### src/rtl/pes_cla_serial_adder.sv
// Multi-cycle WIDTH-bit adder built around one 4-bit carry-lookahead slice.
// One nibble is added per clock. The slice carry-out is registered between slices.
// Word-level propagate/generate are folded from the per-slice PG/GG terms.
//
// Ports:
//   clk    - clock, all state updates on the rising edge
//   rst_n  - synchronous reset, active-low
//   start  - request, sampled only when not busy (IDLE or DONE)
//   a, b   - operands, captured on an accepted start
//   cin    - carry-in, captured on an accepted start
//   busy   - high while slices are being processed
//   done   - one-cycle pulse, sum/status valid
//   sum    - a+b+cin mod 2^WIDTH, held until the next accepted start
//   cout   - carry out of the MSB
//   pg     - word propagate (AND of all a^b bits)
//   gg     - word generate (carry out assuming cin=0)
//   ovf    - two's complement signed overflow
module pes_cla_serial_adder #(
  parameter int unsigned WIDTH = 16
) (
  input  logic             clk,
  input  logic             rst_n,
  input  logic             start,
  input  logic [WIDTH-1:0] a,
  input  logic [WIDTH-1:0] b,
  input  logic             cin,
  output logic             busy,
  output logic             done,
  output logic [WIDTH-1:0] sum,
  output logic             cout,
  output logic             pg,
  output logic             gg,
  output logic             ovf
);

  localparam int unsigned NumSlices = WIDTH / 4;
  localparam int unsigned KW        = (NumSlices > 1) ? $clog2(NumSlices) : 1;

  typedef enum logic [1:0] {
    StIdle,
    StRun,
    StDone
  } state_e;

  state_e state_q, state_d;

  logic [WIDTH-1:0] a_q, a_d;
  logic [WIDTH-1:0] b_q, b_d;
  logic [WIDTH-1:0] sum_q, sum_d;
  logic [KW-1:0]    k_q, k_d;
  logic             carry_q, carry_d;
  logic             pg_acc_q, pg_acc_d;
  logic             gg_acc_q, gg_acc_d;
  logic             cout_q, cout_d;
  logic             pg_q, pg_d;
  logic             gg_q, gg_d;
  logic             ovf_q, ovf_d;

  // Current slice operands and lookahead terms.
  logic [3:0] a_sl, b_sl, p_sl, g_sl, s_sl;
  logic [4:0] c_sl;
  logic       sl_pg, sl_gg;
  logic       last_slice;

  always_comb begin
    a_sl = a_q[{k_q, 2'b00} +: 4];
    b_sl = b_q[{k_q, 2'b00} +: 4];
    p_sl = a_sl ^ b_sl;
    g_sl = a_sl & b_sl;

    sl_pg = &p_sl;
    sl_gg = g_sl[3]
          | (p_sl[3] & g_sl[2])
          | (p_sl[3] & p_sl[2] & g_sl[1])
          | (p_sl[3] & p_sl[2] & p_sl[1] & g_sl[0]);

    c_sl[0] = carry_q;
    c_sl[1] = g_sl[0] | (p_sl[0] & c_sl[0]);
    c_sl[2] = g_sl[1] | (p_sl[1] & g_sl[0]) | (p_sl[1] & p_sl[0] & c_sl[0]);
    c_sl[3] = g_sl[2]
            | (p_sl[2] & g_sl[1])
            | (p_sl[2] & p_sl[1] & g_sl[0])
            | (p_sl[2] & p_sl[1] & p_sl[0] & c_sl[0]);
    c_sl[4] = sl_gg | (sl_pg & c_sl[0]);

    s_sl = p_sl ^ c_sl[3:0];

    last_slice = (k_q == KW'(NumSlices - 1));
  end

  // Next-state and datapath updates.
  always_comb begin
    state_d  = state_q;
    a_d      = a_q;
    b_d      = b_q;
    sum_d    = sum_q;
    k_d      = k_q;
    carry_d  = carry_q;
    pg_acc_d = pg_acc_q;
    gg_acc_d = gg_acc_q;
    cout_d   = cout_q;
    pg_d     = pg_q;
    gg_d     = gg_q;
    ovf_d    = ovf_q;

    unique case (state_q)
      StIdle, StDone: begin
        if (start) begin
          state_d  = StRun;
          a_d      = a;
          b_d      = b;
          k_d      = '0;
          carry_d  = cin;
          pg_acc_d = 1'b1;
          gg_acc_d = 1'b0;
          sum_d    = '0;
          cout_d   = 1'b0;
          pg_d     = 1'b0;
          gg_d     = 1'b0;
          ovf_d    = 1'b0;
        end else if (state_q == StDone) begin
          state_d = StIdle;
        end
      end

      StRun: begin
        // Replace only the nibble belonging to slice k.
        sum_d    = (sum_q & ~(WIDTH'(4'hF) << {k_q, 2'b00}))
                 | (WIDTH'(s_sl) << {k_q, 2'b00});
        carry_d  = c_sl[4];
        pg_acc_d = pg_acc_q & sl_pg;
        gg_acc_d = sl_gg | (sl_pg & gg_acc_q);
        k_d      = k_q + KW'(1);
        if (last_slice) begin
          state_d = StDone;
          k_d     = '0;
          cout_d  = c_sl[4];
          pg_d    = pg_acc_q & sl_pg;
          gg_d    = sl_gg | (sl_pg & gg_acc_q);
          // Carry into the MSB differs from carry out of it exactly on signed overflow.
          ovf_d   = c_sl[3] ^ c_sl[4];
        end
      end

      default: state_d = StIdle;
    endcase
  end

  always_ff @(posedge clk) begin
    if (!rst_n) begin
      state_q  <= StIdle;
      a_q      <= '0;
      b_q      <= '0;
      sum_q    <= '0;
      k_q      <= '0;
      carry_q  <= 1'b0;
      pg_acc_q <= 1'b0;
      gg_acc_q <= 1'b0;
      cout_q   <= 1'b0;
      pg_q     <= 1'b0;
      gg_q     <= 1'b0;
      ovf_q    <= 1'b0;
    end else begin
      state_q  <= state_d;
      a_q      <= a_d;
      b_q      <= b_d;
      sum_q    <= sum_d;
      k_q      <= k_d;
      carry_q  <= carry_d;
      pg_acc_q <= pg_acc_d;
      gg_acc_q <= gg_acc_d;
      cout_q   <= cout_d;
      pg_q     <= pg_d;
      gg_q     <= gg_d;
      ovf_q    <= ovf_d;
    end
  end

  assign busy = (state_q == StRun);
  assign done = (state_q == StDone);
  assign sum  = sum_q;
  assign cout = cout_q;
  assign pg   = pg_q;
  assign gg   = gg_q;
  assign ovf  = ovf_q;

endmodule

### config.mk
export PLATFORM = sky130hd
export DESIGN_NAME = pes_cla_serial_adder
export DESIGN_NICKNAME = d
export VERILOG_FILES = /design/src/rtl/pes_cla_serial_adder.sv
export SDC_FILE = /design/constraint.sdc
export NUM_CORES = 1
export LEC_CHECK = 0
export ABC_AREA = 1
export CAP_MARGIN = 20
export CORE_MARGIN = 10
export CORE_UTILIZATION = 54
export CTS_CLUSTER_SIZE = 10
export DETAILED_ROUTE_END_ITERATION = 12
export PLACE_DENSITY = 0.84
export SYNTH_ARGS = -nofsm -noshare
export SYNTH_HDL_FRONTEND = slang
export SYNTH_SLANG_ARGS = --single-unit
### constraint.sdc
create_clock -name clk -period 5.05 [get_ports clk]
set_input_delay 0.7575 -clock clk [delete_from_list [all_inputs] [get_ports clk]]
set_output_delay 0.7575 -clock clk [all_outputs]
set_load 0.05 [all_outputs]
; Word level (Yosys, flattened, before mapping)
; Index checks and enable logic that the tools add are counted.
[classes]
n_addsub = 1
eq_ne = 6
reduce_logical = 8
n_bitwise = 35
muxes = 23
shifts = 4
[op_table]
columns = cell, count
row1 = $pmux 16 s2, 1
row2 = $shiftx 16x5->4, 2
row3 = $and 1x1->1, 17
row4 = $and 16x16->16, 1
row5 = $mux 16, 1
row6 = $not 16->16, 1
row7 = $or 16x16->16, 1
row8 = $shl 4x4->16, 1
row9 = $shl 4x4->16 const A, 1
row10 = $pmux 1 s2, 7
row11 = $or 1x1->1, 11
row12 = $mux 2, 5
row13 = $pmux 2 s2, 2
row14 = $xor 4x4->4, 2
row15 = $mux 1, 7
row16 = $reduce_and 2->1, 3
row17 = $and 4x4->4, 1
row18 = $eq 2x2->1 const B, 2
row19 = $reduce_and 4->1, 1
row20 = $ne 3x3->1 const B, 1
row21 = $reduce_and 3->1, 1
row22 = $add 2x1->2 const B, 1
row23 = $eq 2x1->1 const B, 1
row24 = $logic_not 2->1, 1
row25 = 5 further kinds, 5
[totals]
in_bits = 36
elab_cells = 89
output_inout_bits = 22
ff_bits = 59

; Depth between registers and ports, before layout
; Gate-level depths: netlist of run 1.
[logic_depth]
depth_word = 10
mapped_depth = 15
mapped_depth_nobuf = 12

; Worst setup path after synthesis of run 1
; No wires, ideal clock.
[synth_timing]
kind = register to register
from = register k_q[0]
to = register sum_q[3], in the netlist sum[3]
synth_period_minus_slack_ns = 2.148
path_stages_with_launch = 15
path_buffers = 3
path_slack_ns = 2.902
setup_ns = 0.121
arrival_time_ns = 2.027
t_required_ns = 4.929
cell_sequence = dfxtp_1 buf_2 inv_1 clkbuf_1 o21ai_0 o22ai_1 ha_1 buf_6 nand2_1 nand2_1 nor2_1 nand3_1 and2_1 nand3_1 nand3_1
[synth_between]
elab_chain_cells = 10
word_cells_on_any_way = 19
[synth_lines]
columns = element, line_no
row1 = from (decl), 50  ; logic [KW-1:0] k_q, k_d;
row2 = from (signal assigned), 168  ; k_q <= k_d;
row3 = "$shiftx 16x5->4, on equally long branches", "66, 67"
row4 = $xor 4x4->4 / $and 4x4->4 (equally long branches), "68, 69"
row5 = "$and 1x1->1, on equally long branches", "81, 82, 83"
row6 = $or 1x1->1 (tied with other cells), 81  ; | (p_sl[2] & g_sl[1])
row7 = $or 1x1->1 / $and 1x1->1 (equally long branches), "82, 83"
row8 = $or 1x1->1, 83  ; | (p_sl[2] & p_sl[1] & p_sl[0] & c_sl[0]);
row9 = $xor 4x4->4, 86  ; s_sl = p_sl ^ c_sl[3:0];
row10 = $shl 4x4->16, 129  ; | (WIDTH'(s_sl) << {k_q, 2'b00});
row11 = $or 16x16->16 *, 129
row12 = $pmux 16 s2 *, 106  ; unique case (state_q)
row13 = to (signal assigned), 167  ; sum_q <= sum_d;
row14 = to (decl), 49  ; logic [WIDTH-1:0] sum_q, sum_d;
; Every way passes the cells marked *; elsewhere a longest branch is shown, timed or not.
; A chain may end at the register's enable or synchronous reset.

; Worst setup path in the final report of run 1
[layout_timing]
from = register k_q[0]
to = register sum_q[14], in the netlist sum[14]
[layout_between]
elab_chain_cells = 9
word_cells_on_any_way = 16
[layout_lines]
columns = element, line_no
row1 = "$shiftx 16x5->4, on equally long branches", "66, 67"
row2 = $xor 4x4->4 / $and 4x4->4 (equally long branches), "68, 69"
row3 = $and 1x1->1, 79  ; c_sl[2] = g_sl[1] | (p_sl[1] & g_sl[0]) | (p_sl[1] & p_sl[0] & c_sl[0]);
row4 = $or 1x1->1 / $and 1x1->1 (equally long branches), 79
row5 = $or 1x1->1, 79
row6 = $xor 4x4->4, 86
row7 = $shl 4x4->16, 129
row8 = $or 16x16->16 *, 129
row9 = $pmux 16 s2 *, 106
; Marked as above.

==> flow_summary.ini, run 1 <==
[run_status]
status = completed

[pwr]
vdd_drop_max_uv = 174.4
powerDensity_mw_per_mm2 = 343.6
power.total_uw = 1203
power.leakage_uw = 0.001403

[synth]
yosysSeqAreaShare = 0.4340
synth_nets = 421
synth.mux.area_fraction = 0
netlist_instances = 375
synth_compound_area_frac = 0.1715
synth_fa_ha_area_frac = 0.04874
yosysTopAreaCell = dfxtp_1
async_reset_ff_frac = 0
synth_top_area_frac = 0.4340
yosysWarnings = 0
syn_area_sq_mm = 0.002721
synth.avg_cell_area_sq_um = 7.257
synth-edff-count = 0
synth_area_leaders = dfxtp_1 43%, nor2_1 13%, o21ai_0 9.6%
synth.ff_latch_count = 59
synth_simple_gate_area_frac = 0.2759
synth_commonest_cells = 92 x nor2_1, 59 x dfxtp_1, 52 x o21ai_0
synth_top_family_by_area = simple AND/OR/NAND/NOR gates
synth.most_common_cell = nor2_1
synthXorXnorAreaFrac = 0.006437
synthFlopType = dfxtp_1
ys_types = 32

[clock_tree]
cts.clk_slew.worst_paths_ns = 0.07
cts_made_buffers = 9
cts_max_level = 3
tritoncts = built
cts-root-buf = clkbuf_8
clockBufferDepth = 2
cts_resized = 0
clock_latency_ns = 0.35
post_cts_buffers = 0
cts_sinks = 59
cts_hold_buf = 0

[route]
viasPerCell = 5.378
avgRoutedWirePerCell_um = 13.99
drc = 0
finalWirelength_mm = 6.951
drtIter0Drc = 126
vias = 2673
drtAntennaViolNets = 0
firstDrtPassIters = 4

[worst_setup_path]
critPathCaptureType = flip-flop
path_buf_inv = 2
path_max_fanout = 29
start_kind = flip-flop
cp_top_family = buffers and inverters
max_stage_delay_ns = 0.55
crit_type = flip-flop to flip-flop
slowest_stage = inv_1
crit_required_ns = 5.32
critPathArrivalTime_ns = 3.14
cpMostUsedCell = nand3_1
cp_cell_sequence = buf_4 -> inv_1 -> o21ai_0 -> o22ai_1 -> ha_1 -> nand3_1 -> nand3_1 -> xor2_1 -> nand3_1 -> a21oi_1

[place]
port_buffers = 57
gp_congestion = 0.8604
place.detailed.hpwl_mm = 5.072
dpl_cell_area_sq_mm = 0.003292

[run]
maxCapViolCount = 0

[sta]
final.setup.tns_ns = 0
maxSlewHeadroom = 0.5366
min_period_ns = 2.867
fin_skew_ns = 0.008815
period_share = 0.5677
hold_viol_final = 0
fmax_mhz = 348.8
worstMarginPinSlew_ns = 0.6944
rsz0062_at_grt = no
slew_viol_final = 0
setup_violations = 0

[die]
die-area_sq_mm = 0.008279
num_io_pins = 58
rows = 25
core_area_sq_mm = 0.004817
die_w_um = 90.99
die_h_um = 90.99
start_util = 0.5649

[final_layout]
area_growth_pct = 28.64
n_antenna_cell = 0
drive_above_1_share = 0.07442
nFillCells = 434
fin_nets = 472
postLayoutCellArea_sq_mm = 0.003501

[grt]
grt_overflow = 0
grt_max_degree = 42
antenna_found_initial = 0
grt_pass1_wl_mm = 11.98
grt_use_total = 0.1741
grt_pass1_vias = 2599

[min_path]
hold_path.class = flip-flop to flip-flop
[per-layer routing]
metal  track usage  wire length [um]  vias up
met4        0.1123               212        0
met5             0                 0        -
met3       0.05514               497       21
met2        0.2768              3117      110
met1        0.1979              3123     1201
li1              -                 -     1341
[sequential cells by signal, summed over array words and instances, names as in the netlist]
signal / cells
cout: 1
pg: 1
a_q: 16
carry_q: 1
b_q: 16
pg_acc_q: 1
ovf: 1
gg: 1
k_q: 2
state_q: 2
gg_acc_q: 1
sum: 16
[path summary, 6_finish.rpt]
check	from	to	slack, ns	cells past startpoint
worst max-delay path	k_q[0]	sum[14]	2.18	10
worst min-delay path	sum[4]	sum[4]	0.46	2
worst max register to register	k_q[0]	sum[14]	2.18	10
worst min register to register	sum[4]	sum[4]	0.46	2
[where the power goes]
group | leakage (uW) | total, uW | switching [uW] | internal (uW)
Sequential | 0.000484 | 515 | 18.1 | 497
Combinational | 0.000824 | 284 | 180 | 103
Clock | 0.0000946 | 404 | 183 | 221
Total | 0.00140 | 1200 | 382 | 821
[cells in the final DEF, fill, tap and decap left out, types with 2 or more instances in the layout]
cell type / netlist / final
a21boi_1: 2 / 2
o21ai_0: 52 / 52
dfxtp_1: 59 / 59
nand3_1: 29 / 29
o31ai_1: 2 / 2
nor2_2: 4 / 4
nand4_1: 4 / 4
o22ai_1: 8 / 8
nand2_1: 41 / 41
ha_1: 9 / 9
o21ai_1: 2 / 2
clkdlybuf4s50_1: 0 / 57
clkinv_2: 0 / 4
nor2_1: 92 / 92
o21bai_1: 2 / 2
nand2_2: 3 / 3
clkbuf_8: 0 / 9
inv_2: 6 / 6
inv_1: 14 / 14
a21oi_1: 16 / 16
[area by class of cell]
cell class                      instances  area (sq um)  area share
Timing Repair Buffer                   59         605.6      0.1730
Clock buffer                            9         123.9     0.03538
Clock inverter                          6         57.56     0.01644
Tap cell                               67         83.83     0.02395
Sequential cell                        59          1181      0.3374
Multi-Input combinational cell        276          1368      0.3906
Inverter                               21         81.33     0.02323
[metrics by stage]
step,utilization,instances,hold WS (ns),worst slack (ns)
2_1_floorplan,-,375,0.4436,2.902
3_3_place_gp,0.6834,481,0.4375,2.138
3_5_place_dp,0.6834,481,0.4436,2.052
4_1_cts,0.7210,496,0.4548,2.194
5_1_grt,0.7268,497,0.4948,1.872
6_report,0.7268,497,0.4556,2.183
[worst reg2reg max path, stage by stage (launching register included)]
cell     delay [ns]
dfxtp_1        0.29
buf_4          0.22
inv_1          0.56
o21ai_0        0.19
o22ai_1        0.36
ha_1           0.35
nand3_1        0.12
nand3_1        0.09
xor2_1         0.34
nand3_1        0.14
a21oi_1        0.14
[kinds of logic after synthesis]
family	count (synthesis)
xor+xnor	2
simple gates	177
flops	59
compound gates	87
buf+inv	40
fa+ha+maj	10
Note: power is estimated with default switching activity, not from simulation.
==> inputs of run 2 (changes only) <==
CORE_UTILIZATION = 50   (was 54)
PLACE_DENSITY = 0.79   (was 0.84)
clock period = 2.86 ns   (was 5.05 ns; I/O delays follow)
==> flow_summary.ini, run 2 (same netlist as run 1, synthesis figures left out) <==
[sta]
rsz0062_at_grt = no
min_period_ns = 2.541
fin_skew_ns = 0.007106
maxSlewHeadroom = 0.6278
slew_viol_final = 0
fmax_mhz = 393.5
hold_viol_final = 0
setup_ws_ns = 0.3188
final.setup.tns_ns = 0
setup_violations = 0
hold_ws_ns = 0.4455
worstMarginPinSlew_ns = 0.5578
period_share = 0.8885

[clock_tree]
cts_hold_buf = 0
clock_latency_ns = 0.34
cts_max_level = 3
post_cts_buffers = 0
tritoncts = built
cts_sinks = 59
cts_made_buffers = 9
cts-root-buf = clkbuf_8
cts.clk_slew.worst_paths_ns = 0.07
cts_resized = 0
clockBufferDepth = 2

[route]
avgRoutedWirePerCell_um = 14.21
viasPerCell = 5.361
firstDrtPassIters = 4
drc = 0
drtIter0Drc = 180
finalWirelength_mm = 7.134
drtAntennaViolNets = 0
vias = 2691

[grt]
grt_pass1_wl_mm = 11.92
antenna_found_initial = 0
grt_use_total = 0.1675
grt_pass1_vias = 2599
grt_overflow = 0
grt_max_degree = 38

[final_layout]
most-common-layout-cells = 92 x nor2_1, 59 x dfxtp_1, 57 x clkdlybuf4s50_1, 52 x o21ai_0, 41 x nand2_1
layout_commonest_cell = nor2_1
postLayoutCellArea_sq_mm = 0.003478
n_antenna_cell = 0
register_area_sq_mm = 0.001181
nFillCells = 481
multi_input_area_sq_mm = 0.001368
fin_nets = 474
drive_above_1_share = 0.07407
final_util = 0.6683
area_growth_pct = 27.82

[die]
rows = 26
core_area_sq_mm = 0.005205
num_io_pins = 58
die_w_um = 93.78
die-area_sq_mm = 0.008794
die_h_um = 93.78
start_util = 0.5228

[worst_setup_path]
start_kind = flip-flop
crit_required_ns = 3.13
path_max_fanout = 13
critPathArrivalTime_ns = 2.81
crit_type = flip-flop to flip-flop
critPathCaptureType = flip-flop

[min_path]
hold_path.class = flip-flop to flip-flop

[run_status]
status = completed

[pwr]
vdd_drop_max_uv = 279.3
powerDensity_mw_per_mm2 = 590.5
power.leakage_uw = 0.001396

[place]
port_buffers = 57
dpl_cell_area_sq_mm = 0.003318
place.detailed.hpwl_mm = 5.157
pre_cts_ws_ns = 0.4106
gp_congestion = 0.9171

[run]
maxCapViolCount = 0
-- run 2: layer usage --
metal,part of all wire,vias to the layer above,global-route usage
li1,-,1347,-
met1,0.44,1216,0.1914
met4,0.022,0,0.09367
met3,0.084,20,0.05995
met2,0.45,108,0.2656
met5,0,-,0
-- run 2: power breakdown --
group | switching [uW] | total [uW] | leakage (uW) | internal [uW]
sequential | 34.2 | 911 | 0.000484 | 877
clock | 314 | 642 | 0.0000860 | 329
combinational | 318 | 500 | 0.000825 | 182
-- run 2: stage by stage --
stage          instances  total power [uW]
2_1_floorplan        375              1274
3_3_place_gp         487              1408
3_5_place_dp         487              1420
4_1_cts              502              2049
5_1_grt              502              2161
6_report             502              2054
-- run 2: path summary, 6_finish.rpt --
path	startpoint	endpoint	slack, ns	depth (start not counted)
setup reg to reg	k_q[1]	sum[14]	0.32	9
setup / recovery	k_q[1]	sum[14]	0.32	9
hold reg to reg	sum[4]	sum[4]	0.45	2
hold / removal	sum[4]	sum[4]	0.45	2
-- run 2: area by class of cell --
class / count / share of cell area
multi-input cells: 276 / 0.3932
flip-flops and latches: 59 / 0.3396
repair buffers: 61 / 0.1727
clock buffers: 12 / 0.04173
well taps: 70 / 0.02518
inverters: 21 / 0.02338
clock inverters: 3 / 0.004317
-- run 2: worst max-delay path, stage by stage, from the launching register on --
cell	delay, ns
dfxtp_1	0.54
inv_1	0.28
o21ai_0	0.17
o22ai_1	0.12
ha_1	0.47
nand3_1	0.14
nand3_1	0.11
xor2_1	0.37
nand3_1	0.13
a21oi_1	0.14
==> inputs of run 3 (changes only) <==
SKIP_LAST_GASP = 1   (was not set)
==> results of run 3 <==
The final DEF is identical to that of run 2; final timing and power are the same.
